## src/rtl/peri_serial_rx_if.sv

```systemverilog
// Bus between a serial peripheral link and its word consumer.
//   s_clk, s_data, s_cs_n : raw serial lines from the peripheral (asynchronous)
//   rx_ready, clear_err   : consumer acknowledge and sticky-flag clear
//   rx_data, rx_valid     : received word and its pending flag
//   busy, overrun,
//   frame_err             : receiver status
// The receiver connects through the slave modport; the consumer/driver
// side uses master.
`timescale 1ns/1ps
interface peri_serial_rx_if #(
  parameter int WIDTH = 16
);
  logic             s_clk;
  logic             s_data;
  logic             s_cs_n;
  logic             rx_ready;
  logic             clear_err;
  logic [WIDTH-1:0] rx_data;
  logic             rx_valid;
  logic             busy;
  logic             overrun;
  logic             frame_err;

  modport slave (
    input  s_clk, s_data, s_cs_n, rx_ready, clear_err,
    output rx_data, rx_valid, busy, overrun, frame_err
  );

  modport master (
    output s_clk, s_data, s_cs_n, rx_ready, clear_err,
    input  rx_data, rx_valid, busy, overrun, frame_err
  );
endinterface

```

## src/rtl/peri_serial_rx.sv

```systemverilog
// Serial word receiver. Oversamples an asynchronous clocked serial link
// (s_clk / s_data / s_cs_n), assembles WIDTH-bit words and hands them to a
// consumer with a valid/ready style acknowledge. Dropped words and
// truncated frames raise sticky flags.
// Ports:
//   clock : system clock, rising edge
//   reset : synchronous, active-low
//   bus   : peri_serial_rx_if.slave (serial lines, consumer handshake, status)
`timescale 1ns/1ps
module peri_serial_rx #(
  parameter int WIDTH     = 16,
  parameter int MSB_FIRST = 1
) (
  input  logic           clock,
  input  logic           reset,
  peri_serial_rx_if.slave bus
);

  localparam int CNT_W = $clog2(WIDTH + 1);

  typedef enum logic [1:0] {IDLE = 2'd0, ARMED = 2'd1, SHIFT = 2'd2} state_t;

  logic             sclk_s1_q, sclk_s2_q, sclk_prev_q;
  logic             sdat_s1_q, sdat_s2_q;
  logic             cs_s1_q, cs_s2_q;
  logic [1:0]       settle_q;
  logic             edge_p0_q, bit_p0_q, cs_p0_q;
  state_t           state_q;
  logic [CNT_W-1:0] cnt_q, cnt_d;
  logic [WIDTH-1:0] shift_q, shift_d;
  logic [WIDTH-1:0] word_p1_q;
  logic             done_p1_q;
  logic [WIDTH-1:0] rx_data_q;
  logic             rx_valid_q, overrun_q, frame_err_q;
  logic             word_done, ferr_set, ovr_set;

  // Synchronizers and edge detect; p0 aligns edge, data bit and select so
  // a bit and a select deassertion seen together are handled in one cycle.
  always_ff @(posedge clock) begin
    if (!reset) begin
      sclk_s1_q   <= 1'b0;
      sclk_s2_q   <= 1'b0;
      sclk_prev_q <= 1'b0;
      sdat_s1_q   <= 1'b0;
      sdat_s2_q   <= 1'b0;
      cs_s1_q     <= 1'b1;
      cs_s2_q     <= 1'b1;
      settle_q    <= 2'd0;
      edge_p0_q   <= 1'b0;
      bit_p0_q    <= 1'b0;
      cs_p0_q     <= 1'b1;
    end else begin
      sclk_s1_q   <= bus.s_clk;
      sclk_s2_q   <= sclk_s1_q;
      sclk_prev_q <= sclk_s2_q;
      sdat_s1_q   <= bus.s_data;
      sdat_s2_q   <= sdat_s1_q;
      cs_s1_q     <= bus.s_cs_n;
      cs_s2_q     <= cs_s1_q;
      // Counts until the select pipeline holds a real pin sample rather
      // than its reset value of 1.
      settle_q    <= (settle_q == 2'd3) ? settle_q : settle_q + 2'd1;
      edge_p0_q   <= sclk_s2_q & ~sclk_prev_q;
      bit_p0_q    <= sdat_s2_q;
      cs_p0_q     <= cs_s2_q;
    end
  end

  always_comb begin
    shift_d = shift_q;
    cnt_d   = cnt_q;
    if (state_q == SHIFT && edge_p0_q) begin
      shift_d = (MSB_FIRST != 0) ? {shift_q[WIDTH-2:0], bit_p0_q}
                                 : {bit_p0_q, shift_q[WIDTH-1:1]};
      cnt_d   = cnt_q + CNT_W'(1);
    end
    word_done = (state_q == SHIFT) && (cnt_d == CNT_W'(WIDTH));
    // The bit on the same cycle as the select rise is counted first.
    ferr_set  = (state_q == SHIFT) && cs_p0_q && !word_done && (cnt_d != '0);
    ovr_set   = done_p1_q && rx_valid_q && !bus.rx_ready;
  end

  // Frame FSM; p1 carries a completed word to the output stage.
  always_ff @(posedge clock) begin
    if (!reset) begin
      state_q   <= IDLE;
      cnt_q     <= '0;
      shift_q   <= '0;
      word_p1_q <= '0;
      done_p1_q <= 1'b0;
    end else begin
      done_p1_q <= 1'b0;
      case (state_q)
        IDLE: begin
          // Without the settle wait, the reset value of the select
          // pipeline would arm the receiver in the middle of a frame.
          if (settle_q == 2'd3 && cs_p0_q) state_q <= ARMED;
        end
        ARMED: begin
          if (!cs_p0_q) begin
            state_q <= SHIFT;
            cnt_q   <= '0;
            shift_q <= '0;
          end
        end
        SHIFT: begin
          shift_q <= shift_d;
          cnt_q   <= word_done ? '0 : cnt_d;
          if (word_done) begin
            done_p1_q <= 1'b1;
            word_p1_q <= shift_d;
          end
          if (cs_p0_q) state_q <= ARMED;
        end
        default: state_q <= IDLE;
      endcase
    end
  end

  // Output stage: accept, hold or drop the completed word.
  always_ff @(posedge clock) begin
    if (!reset) begin
      rx_data_q   <= '0;
      rx_valid_q  <= 1'b0;
      overrun_q   <= 1'b0;
      frame_err_q <= 1'b0;
    end else begin
      if (done_p1_q) begin
        if (!rx_valid_q || bus.rx_ready) begin
          rx_data_q  <= word_p1_q;
          rx_valid_q <= 1'b1;
        end
      end else if (rx_valid_q && bus.rx_ready) begin
        rx_valid_q <= 1'b0;
      end
      // A set in the same cycle as clear_err wins.
      if (ovr_set)            overrun_q <= 1'b1;
      else if (bus.clear_err) overrun_q <= 1'b0;
      if (ferr_set)           frame_err_q <= 1'b1;
      else if (bus.clear_err) frame_err_q <= 1'b0;
    end
  end

  assign bus.rx_data   = rx_data_q;
  assign bus.rx_valid  = rx_valid_q;
  assign bus.busy      = (state_q == SHIFT);
  assign bus.overrun   = overrun_q;
  assign bus.frame_err = frame_err_q;

endmodule

```

## src/flat_wrapper.sv

```systemverilog
// flat-port wrapper written by rule: the top's interface ports become plain ports
module peri_serial_rx_flat 
#(
  parameter int WIDTH     = 16,
  parameter int MSB_FIRST = 1
)
  (clock, reset, bus_s_clk, bus_s_data, bus_s_cs_n, bus_rx_ready, bus_clear_err, bus_rx_data, bus_rx_valid, bus_busy, bus_overrun, bus_frame_err);
  peri_serial_rx_if #(.WIDTH(WIDTH)) bus_i ();
  input  logic clock;
  input  logic reset;
  input wire logic [$bits(bus_i.s_clk)-1:0] bus_s_clk;
  input wire logic [$bits(bus_i.s_data)-1:0] bus_s_data;
  input wire logic [$bits(bus_i.s_cs_n)-1:0] bus_s_cs_n;
  input wire logic [$bits(bus_i.rx_ready)-1:0] bus_rx_ready;
  input wire logic [$bits(bus_i.clear_err)-1:0] bus_clear_err;
  output wire logic [$bits(bus_i.rx_data)-1:0] bus_rx_data;
  output wire logic [$bits(bus_i.rx_valid)-1:0] bus_rx_valid;
  output wire logic [$bits(bus_i.busy)-1:0] bus_busy;
  output wire logic [$bits(bus_i.overrun)-1:0] bus_overrun;
  output wire logic [$bits(bus_i.frame_err)-1:0] bus_frame_err;
  assign bus_i.s_clk = bus_s_clk;
  assign bus_i.s_data = bus_s_data;
  assign bus_i.s_cs_n = bus_s_cs_n;
  assign bus_i.rx_ready = bus_rx_ready;
  assign bus_i.clear_err = bus_clear_err;
  assign bus_rx_data = bus_i.rx_data;
  assign bus_rx_valid = bus_i.rx_valid;
  assign bus_busy = bus_i.busy;
  assign bus_overrun = bus_i.overrun;
  assign bus_frame_err = bus_i.frame_err;
  peri_serial_rx #(.WIDTH(WIDTH), .MSB_FIRST(MSB_FIRST)) u_core (.clock(clock), .reset(reset), .bus(bus_i));
endmodule
```

## config.mk

```make
export PLATFORM = sky130hd
export DESIGN_NAME = peri_serial_rx_flat
export DESIGN_NICKNAME = d
export VERILOG_FILES = /design/src/rtl/peri_serial_rx_if.sv /design/src/rtl/peri_serial_rx.sv /design/src/flat_wrapper.sv
export SDC_FILE = /design/constraint.sdc
export NUM_CORES = 1
export LEC_CHECK = 0
export CAP_MARGIN = 15
export CORE_ASPECT_RATIO = 1.5
export CORE_MARGIN = 8
export CORE_UTILIZATION = 43
export CTS_BUF_LIST = sky130_fd_sc_hd__clkbuf_2 sky130_fd_sc_hd__clkbuf_4 sky130_fd_sc_hd__clkbuf_8
export DETAILED_ROUTE_END_ITERATION = 8
export HOLD_SLACK_MARGIN = 0.05
export PLACE_DENSITY = 0.66
export SYNTH_ARGS = -nofsm -noshare
export SYNTH_HDL_FRONTEND = slang
export SYNTH_SLANG_ARGS = --single-unit
export TNS_END_PERCENT = 20
```

## constraint.sdc

```tcl
create_clock -name clock -period 2 [get_ports clock]
set_input_delay 0.4 -clock clock [delete_from_list [all_inputs] [get_ports clock]]
set_output_delay 0.4 -clock clock [all_outputs]
set_load 0.05 [all_outputs]
```

* After elaboration in Yosys (flattened, before gate mapping)
Cells that the tools add are included.
** Storage, ports and cells
- Output and inout port bits :: 20
- Register bits after elaboration :: 71
- Bits of input ports :: 7
- Word-level logic and storage cells :: 75
** Cells by class
- Bitwise logic cells :: 2
- $add $sub $neg :: 2
- Equality and inequality tests :: 8
- Muxes and demuxes :: 18
- Reductions and logical operators :: 25
** Operators with widths (number)
- 16-bit 2-to-1 mux :: 2
- 16-bit one-hot mux with 2 select lines :: 1
- 5-bit 2-to-1 mux :: 3
- 5-bit one-hot mux with 2 select lines :: 1
- 2-bit AND reduction :: 5
- 1-bit logical AND :: 9
- 2-bit nonzero test :: 4
- 1-bit 2-to-1 mux :: 7
- 2-bit 2-to-1 mux :: 3
- 2-bit one-hot mux with 3 select lines :: 1
- 5-bit by 1-bit adder with 5-bit output, second input constant :: 1
- 5-bit equality test, second input constant :: 1
- 5-bit nonzero test :: 1
- 2-bit equality test, second input constant :: 2
- 2-bit by 1-bit inequality test with 1-bit output, second input constant :: 2
- 2-bit inequality test, second input constant :: 2
- 1-bit zero test :: 3
- 3-bit AND reduction :: 1
- 2-bit by 1-bit adder with 2-bit output, second input constant :: 1
- 2-bit by 1-bit equality test with 1-bit output, second input constant :: 1
- 2-bit zero test :: 1
- 1-bit AND :: 1
- 1-bit logical OR :: 1
- 1-bit NOT :: 1

* Longest topological paths before layout
Gate-level depths: netlist of the first run.
- Depth after elaboration :: 9
- Mapped depth :: 8
- Depth with buffers taken out :: 6

* Worst setup path before layout of the first run
Ideal clock, no wire load.
- Kind :: register to register
- Start point :: reg u_core.state_q[0]
- End point :: reg u_core.word_p1_q[11]
- Cell stages (with the launch flop) :: 9
- Setup time :: 0.088 ns
- Clock period less this slack :: 1.852 ns
- Arrival :: 1.764 ns
- Buffers on the path :: 3
- Path slack :: 0.148 ns
- Required time :: 1.912 ns
- Cell sequence :: dfxtp_1 nand2b_1 buf_6 inv_1 and2_1 buf_4 buf_2 nand2_1 a311oi_2
** Between the ends
- Word-level cells in the longest chain between the ends :: 6
- Elaborated cells on any way between the ends :: 7
- Those cells by class :: 2 x eq/ne; 2 x mux; 3 x reduce/logical
** RTL lines
- start, declared :: RTL line peri_serial_rx.sv:28 : state_t state_q;
- start signal, assigned :: RTL line peri_serial_rx.sv:86 : state_q <= IDLE;
- start signal, assigned :: RTL line peri_serial_rx.sv:97 : if (settle_q == 2'd3 && cs_p0_q) state_q <= ARMED;
- start signal, assigned :: RTL line peri_serial_rx.sv:101 : state_q <= SHIFT;
- 2-bit equality test (*)
- net bus_busy :: RTL line flat_wrapper.sv:18 : output wire logic [$bits(bus_i.busy)-1:0] bus_busy;
- 1-bit logical AND :: RTL line peri_serial_rx.sv:72 : if (state_q == SHIFT && edge_p0_q) begin
- 5-bit 2-to-1 mux :: RTL line peri_serial_rx.sv:72
- 5-bit equality test :: RTL line peri_serial_rx.sv:77 : word_done = (state_q == SHIFT) && (cnt_d == CNT_W'(WIDTH));
- 1-bit logical AND :: RTL line peri_serial_rx.sv:77
- 2-bit AND reduction (no source line)
- end signal, assigned :: RTL line peri_serial_rx.sv:111 : word_p1_q <= shift_d;
- end, declared :: RTL line peri_serial_rx.sv:31 : logic [WIDTH-1:0] word_p1_q;
The timed path passes the listed nets; every way through them passes the cells marked *.
A chain may end at the register's enable or synchronous reset.

* Worst setup path in the final report of the first run
- Start point :: reg u_core.rx_data_q[12] (netlist: u_core.bus.rx_data[12])
- End point :: out bus_rx_data[12]
** RTL lines
- start, declared :: RTL line peri_serial_rx.sv:33 : logic [WIDTH-1:0] rx_data_q;
- start signal, assigned :: RTL line peri_serial_rx.sv:130 : rx_data_q <= word_p1_q;
- end, declared :: RTL line flat_wrapper.sv:16 : output wire logic [$bits(bus_i.rx_data)-1:0] bus_rx_data;
No word-level cell between the ends.

==> impl_metrics.tcl, run 1 <==
set metrics [dict create \
    htreeDepth 3 \
    critical-path-top-delay-family "buffers and inverters" \
    path_cells "clkdlybuf4s50_1" \
    clock_latency_ps 340 \
    syn_area_sq_um 2763 \
    status "finished clean" \
    finalHoldViolCount 0 \
    rows 36 \
    rsz0062_at_grt "no" \
    finClkSkew_ps 9.115 \
    fin_setup_tns_ps 0 \
    cp_slowest_cell "clkdlybuf4s50_1" \
    hold_path_depth 1 \
    pre_cts_slack_ps 109.0 \
    min_from "u_core.sclk_prev_q$_SDFF_PN0_" \
    grt_overflow 0 \
    fmax_mhz 529.0 \
    max_stage_delay_ps 810 \
    cts_tree "built" \
    post_cts_buffers 0 \
    met2_length_microns 2708 \
    grt_max_degree 61 \
    ant_nets 0 \
    wl_per_cell_microns 12.65 \
    nNetsFinal 344 \
    power.density_nw_per_um2 827.6 \
    synth_cell_types 37 \
    clk_pin_slew_ps 70 \
    cp-start-kind "flop" \
    finalMaxSlewViolations 0 \
    clk_path_buf_depth 2 \
    worstHoldPathType "flop to flop" \
    fin_crit_sh 0.9453 \
    n_antenna_cell 0 \
    yosysWarningCount 0 \
    r2r_slack_ps 140 \
    via_count 2142 \
    arrival_ps 1490 \
    wl_met3_microns 251 \
    synthToLayoutAreaGrowth_pct 22.64 \
    cts_root_buf "clkbuf_8" \
    cts_sinks 71 \
    drt-met1-wl_microns 2265 \
    top_layer_used "met4" \
    dieArea_sq_um 9299 \
    ios 27 \
    wl_microns 5263 \
    die_x_microns 81.45 \
    drive_above_1_share 0.1588 \
    crit_cells 1 \
    vias_per_cell 5.149 \
    drt_iter0_markers 167 \
    hold_buffers 0 \
    worstSetupPathType "flop to output port" \
    dp_hpwl_microns 3564 \
    ys_ff_latch 71 \
    peakVddDrop_mv 0.6069 \
    critPathBufInv 1 \
    post_cts_resize_count 0 \
    grt_pass1_vias 2032 \
    p_leak_uw 0.001133 \
    synth.net_count 315 \
    cts_buffers 9 \
    crit_fanout 2 \
    grt_pass1_wl_microns 8894 \
    synthCells 306 \
    grt_antenna_before_repair 0 \
    setup_viol 0 \
    timing.rr.start "u_core.cnt_q[0]$_SDFFE_PN0P_" \
    timing.final.ws_setup_ps 109.5 \
    core_area_sq_um 6351 \
    drc 0 \
    globalplace.congestion 0.6943 \
    yosysSeqAreaShare 0.5145 \
    synth.avg_cell_area_sq_um 9.028 \
    start_util 0.4350 \
    cp.required_ps 1600 \
    worstSetupStartpoint "u_core.bus.rx_data[12]$_SDFFE_PN0P_" \
    slew_headroom 0.6597 \
    portBuffers 26 \
    die_h_microns 114.2 \
    tightest_slew_ps 508.8 \
    cap_violations 0 \
    drt_first_pass_iters 4 \
    worst_r2r_path_depth 7 \
    endpoint_kind "output port" \
    grtUsageTotal 0.1200 \
    min_period_ps 1891 \
]
## report_power, final
group	leakage [uW]	switching [uW]	internal, uW
clock network	0.000112	511	768
registers	0.000574	11.7	1430
logic	0.000447	43.1	38.5
total	0.00113	566	2240
## cell usage in the layout, fill, tap and decap left out, types with 2 or more instances in the layout
cell,synthesis,final
o21ai_1,2,2
nor3_1,2,2
nor2_1,11,11
nand2_1,86,86
buf_4,3,8
inv_1,3,3
bufinv_16,0,2
a311oi_1,8,8
dfxtp_1,71,71
nand4_1,2,2
clkinvlp_4,0,2
clkdlybuf4s50_1,0,25
a22oi_1,2,2
buf_12,1,6
a211oi_1,2,2
ha_1,2,2
nor2b_1,4,4
xor2_1,2,2
a21oi_2,10,10
a311oi_2,8,8
nand2b_1,7,7
and2_1,7,7
a21oi_1,42,42
clkbuf_8,0,11
## routing by layer
metal,track usage,up-vias
li1,-,1098
met1,0.1281,1010
met2,0.2051,32
met3,0.04167,2
met4,0.05030,0
met5,0,-
## worst paths after layout
| check | end |
|---|---|
| min | u_core.edge_p0_q$_SDFF_PN0_ |
| max | bus_rx_data[12] |
| max reg2reg | u_core.word_p1_q[13]$_SDFFE_PN0P_ |
| min reg2reg | u_core.edge_p0_q$_SDFF_PN0_ |
## synthesized netlist by cell type
cell type / instances / share of area
nand2_1: 86 / 0.12
dfxtp_1: 71 / 0.51
a21oi_1: 42 / 0.076
clkbuf_1: 12 / 0.016
nor2_1: 11 / 0.015
a21oi_2: 10 / 0.032
a311oi_1: 8 / 0.025
a311oi_2: 8 / 0.043
and2_1: 7 / 0.016
nand2b_1: 7 / 0.016
nor2b_1: 4 / 0.0091
buf_4: 3 / 0.0082
buf_6: 3 / 0.012
inv_1: 3 / 0.0041
a211oi_1: 2 / 0.0054
a22oi_1: 2 / 0.0054
buf_2: 2 / 0.0036
ha_1: 2 / 0.0091
nand4_1: 2 / 0.0045
nor3_1: 2 / 0.0036
o21ai_1: 2 / 0.0036
xor2_1: 2 / 0.0063
a221oi_1: 1 / 0.0032
a32oi_1: 1 / 0.0032
and4_4: 1 / 0.0041
buf_12: 1 / 0.0072
clkinv_1: 1 / 0.0014
mux2_4: 1 / 0.0054
mux2i_1: 1 / 0.0036
nand3b_2: 1 / 0.0041
nand4_2: 1 / 0.0045
nand4b_1: 1 / 0.0032
nor2_2: 1 / 0.0023
o211ai_1: 1 / 0.0027
o21ai_0: 1 / 0.0018
or3_4: 1 / 0.0041
xnor2_1: 1 / 0.0032
## layout make-up
cell class / count / area (sq um)
clock buffer: 11 / 151.4
multi-input combinational: 210 / 1195
inverter: 4 / 15.01
clock inverter: 5 / 80.08
fill: 593 / 2963
tap: 76 / 95.09
timing repair buffer: 39 / 430.4
sequential: 71 / 1421
## state kept, by name (all words and copies together), names as in the netlist, 2 cells and up
register	cells
u_core.word_p1_q	16
u_core.settle_q	2
u_core.bus.rx_data	16
u_core.state_q	2
u_core.cnt_q	5
u_core.shift_q	16
## logic make-up (layout without fill, tap and decap cells)
| family | after synthesis | after routing | share of synthesized area |
|---|---|---|---|
| simple gates | 125 | 125 | 0.2029 |
| fa+ha+maj | 2 | 2 | 0.009057 |
| buf+inv | 25 | 59 | 0.05299 |
| xor+xnor | 3 | 3 | 0.009513 |
| mux | 2 | 2 | 0.009057 |
| compound gates | 78 | 78 | 0.2020 |
| flops | 71 | 71 | 0.5145 |
## per-stage QoR
stage                     instances  hold slack, ps  utilization  total power, uW  cell area, sq um
after floorplan                 306           367.4            -             1529              2763
after global placement          397           373.7       0.4896             1556              3109
after detailed placement        397           384.2       0.4896             1560              3109
after CTS                       413           393.7       0.5260             2844              3341
after global routing            416           417.6       0.5335             2909              3388
final                           416           390.3       0.5335             2804              3388
(Power assumes the default switching activity.)
==> inputs of run 2 (changes only) <==
Settings changed: CORE_ASPECT_RATIO 1.5 to 0.75.
==> impl_metrics.tcl, run 2 (same netlist as run 1, synthesis figures left out) <==
set metrics [dict create \
    arrival_ps 1510 \
    ant_nets 0 \
    hold_buffers 0 \
    setup_viol 0 \
    finalMaxSlewViolations 0 \
    min_period_ps 1910 \
    p_leak_uw 0.001105 \
    via_count 2128 \
    core_area_sq_um 6256 \
    final_core_util 0.5338 \
    dp_hpwl_microns 3641 \
    drt_first_pass_iters 4 \
    max_stage_delay_ps 810 \
    worstHoldPathType "flop to flop" \
    wl_microns 5721 \
    status "finished clean" \
    grt_max_degree 36 \
    grtUsageTotal 0.1221 \
    grt_pass1_vias 1855 \
    regArea_sq_um 1421 \
    nNetsFinal 342 \
    ios 27 \
    worstSetupPathType "flop to output port" \
    cap_violations 0 \
    vias_per_cell 5.079 \
    mostFrequentLayoutCell "nand2_1" \
    globalplace.congestion 0.8040 \
    cp_slowest_cell "clkdlybuf4s50_1" \
    n_antenna_cell 0 \
    fillCellCount 582 \
    clk_path_buf_depth 2 \
    drc 0 \
    dieArea_sq_um 9272 \
    start_util 0.4416 \
    tightest_slew_ps 989.1 \
    drt_iter0_markers 141 \
    grt_antenna_before_repair 0 \
    layout_common_cells "nand2_1 (86), dfxtp_1 (71), a21oi_1 (42), clkdlybuf4s50_1 (25)" \
    endpoint_kind "output port" \
    portBuffers 26 \
    fin_crit_sh 0.9552 \
    fmax_mhz 523.5 \
    critical-path-top-delay-family "buffers and inverters" \
    cp.required_ps 1600 \
    wl_per_cell_microns 13.65 \
    drive_above_1_share 0.1598 \
    power.density_nw_per_um2 779.9 \
    grt_overflow 0 \
    whs_ps 384.5 \
    cp-start-kind "flop" \
    htreeDepth 3 \
    critPathBufInv 1 \
    multi_input_area_sq_um 1216 \
    clk_pin_slew_ps 80 \
    finalHoldViolCount 0 \
    finClkSkew_ps 12.56 \
    fin_setup_tns_ps 0 \
    post_cts_resize_count 0 \
    synthToLayoutAreaGrowth_pct 20.88 \
    rsz0062_at_grt "yes" \
    grt_pass1_wl_microns 9004 \
    die_x_microns 108.6 \
    peakVddDrop_mv 0.2854 \
    die_h_microns 85.42 \
    slew_headroom 0.3392 \
    path_cells "clkdlybuf4s50_1" \
    post_cts_buffers 0 \
    cts_buffers 9 \
    cts_root_buf "clkbuf_8" \
    rows 25 \
    crit_fanout 2 \
    clock_latency_ps 350 \
    cts_tree "built" \
    cts_sinks 71 \
]
==> run 2: per-layer routing <==
layer  GRT usage  share of wire
met5           0              0
met4     0.03346          0.012
met3     0.05375          0.072
met2      0.1698           0.40
met1      0.1655           0.51
==> run 2: where the power goes <==
part / switching [uW] / internal (uW) / leakage [uW]
combinational: 43.3 / 39.5 / 0.000434
sequential: 12.2 / 1430 / 0.000574
clock: 552 / 526 / 0.0000963
==> run 2: final timing paths <==
kind                                 startpoint                               end  slack [ps]  cells after the start
max          u_core.bus.rx_data[3]$_SDFFE_PN0P_                    bus_rx_data[3]          90                      1
min               u_core.sclk_prev_q$_SDFF_PN0_       u_core.edge_p0_q$_SDFF_PN0_         380                      1
max reg2reg        u_core.cnt_q[0]$_SDFFE_PN0P_  u_core.word_p1_q[2]$_SDFFE_PN0P_         130                      6
min reg2reg       u_core.sclk_prev_q$_SDFF_PN0_       u_core.edge_p0_q$_SDFF_PN0_         380                      1
==> run 2: cell type report <==
cell class                 count  area share
sequential                    71      0.4256
timing repair buffer          36      0.1184
inverter                       4    0.004496
clock inverter                 5     0.01161
clock buffer                  11     0.04534
multi-input combinational    211      0.3642
tap                           81     0.03035
==> run 2: per-stage QoR <==
stage	cell area, sq um	power (uW)	std cells	setup slack [ps]
4_1_cts	3318	2632	418	64.52
3_5_place_dp	3128	1560	402	-96.71
2_1_floorplan	2763	1529	306	147.6
5_1_grt	3339	2702	419	-21.22
6_report	3339	2605	419	89.63
3_3_place_gp	3128	1557	402	-62.77
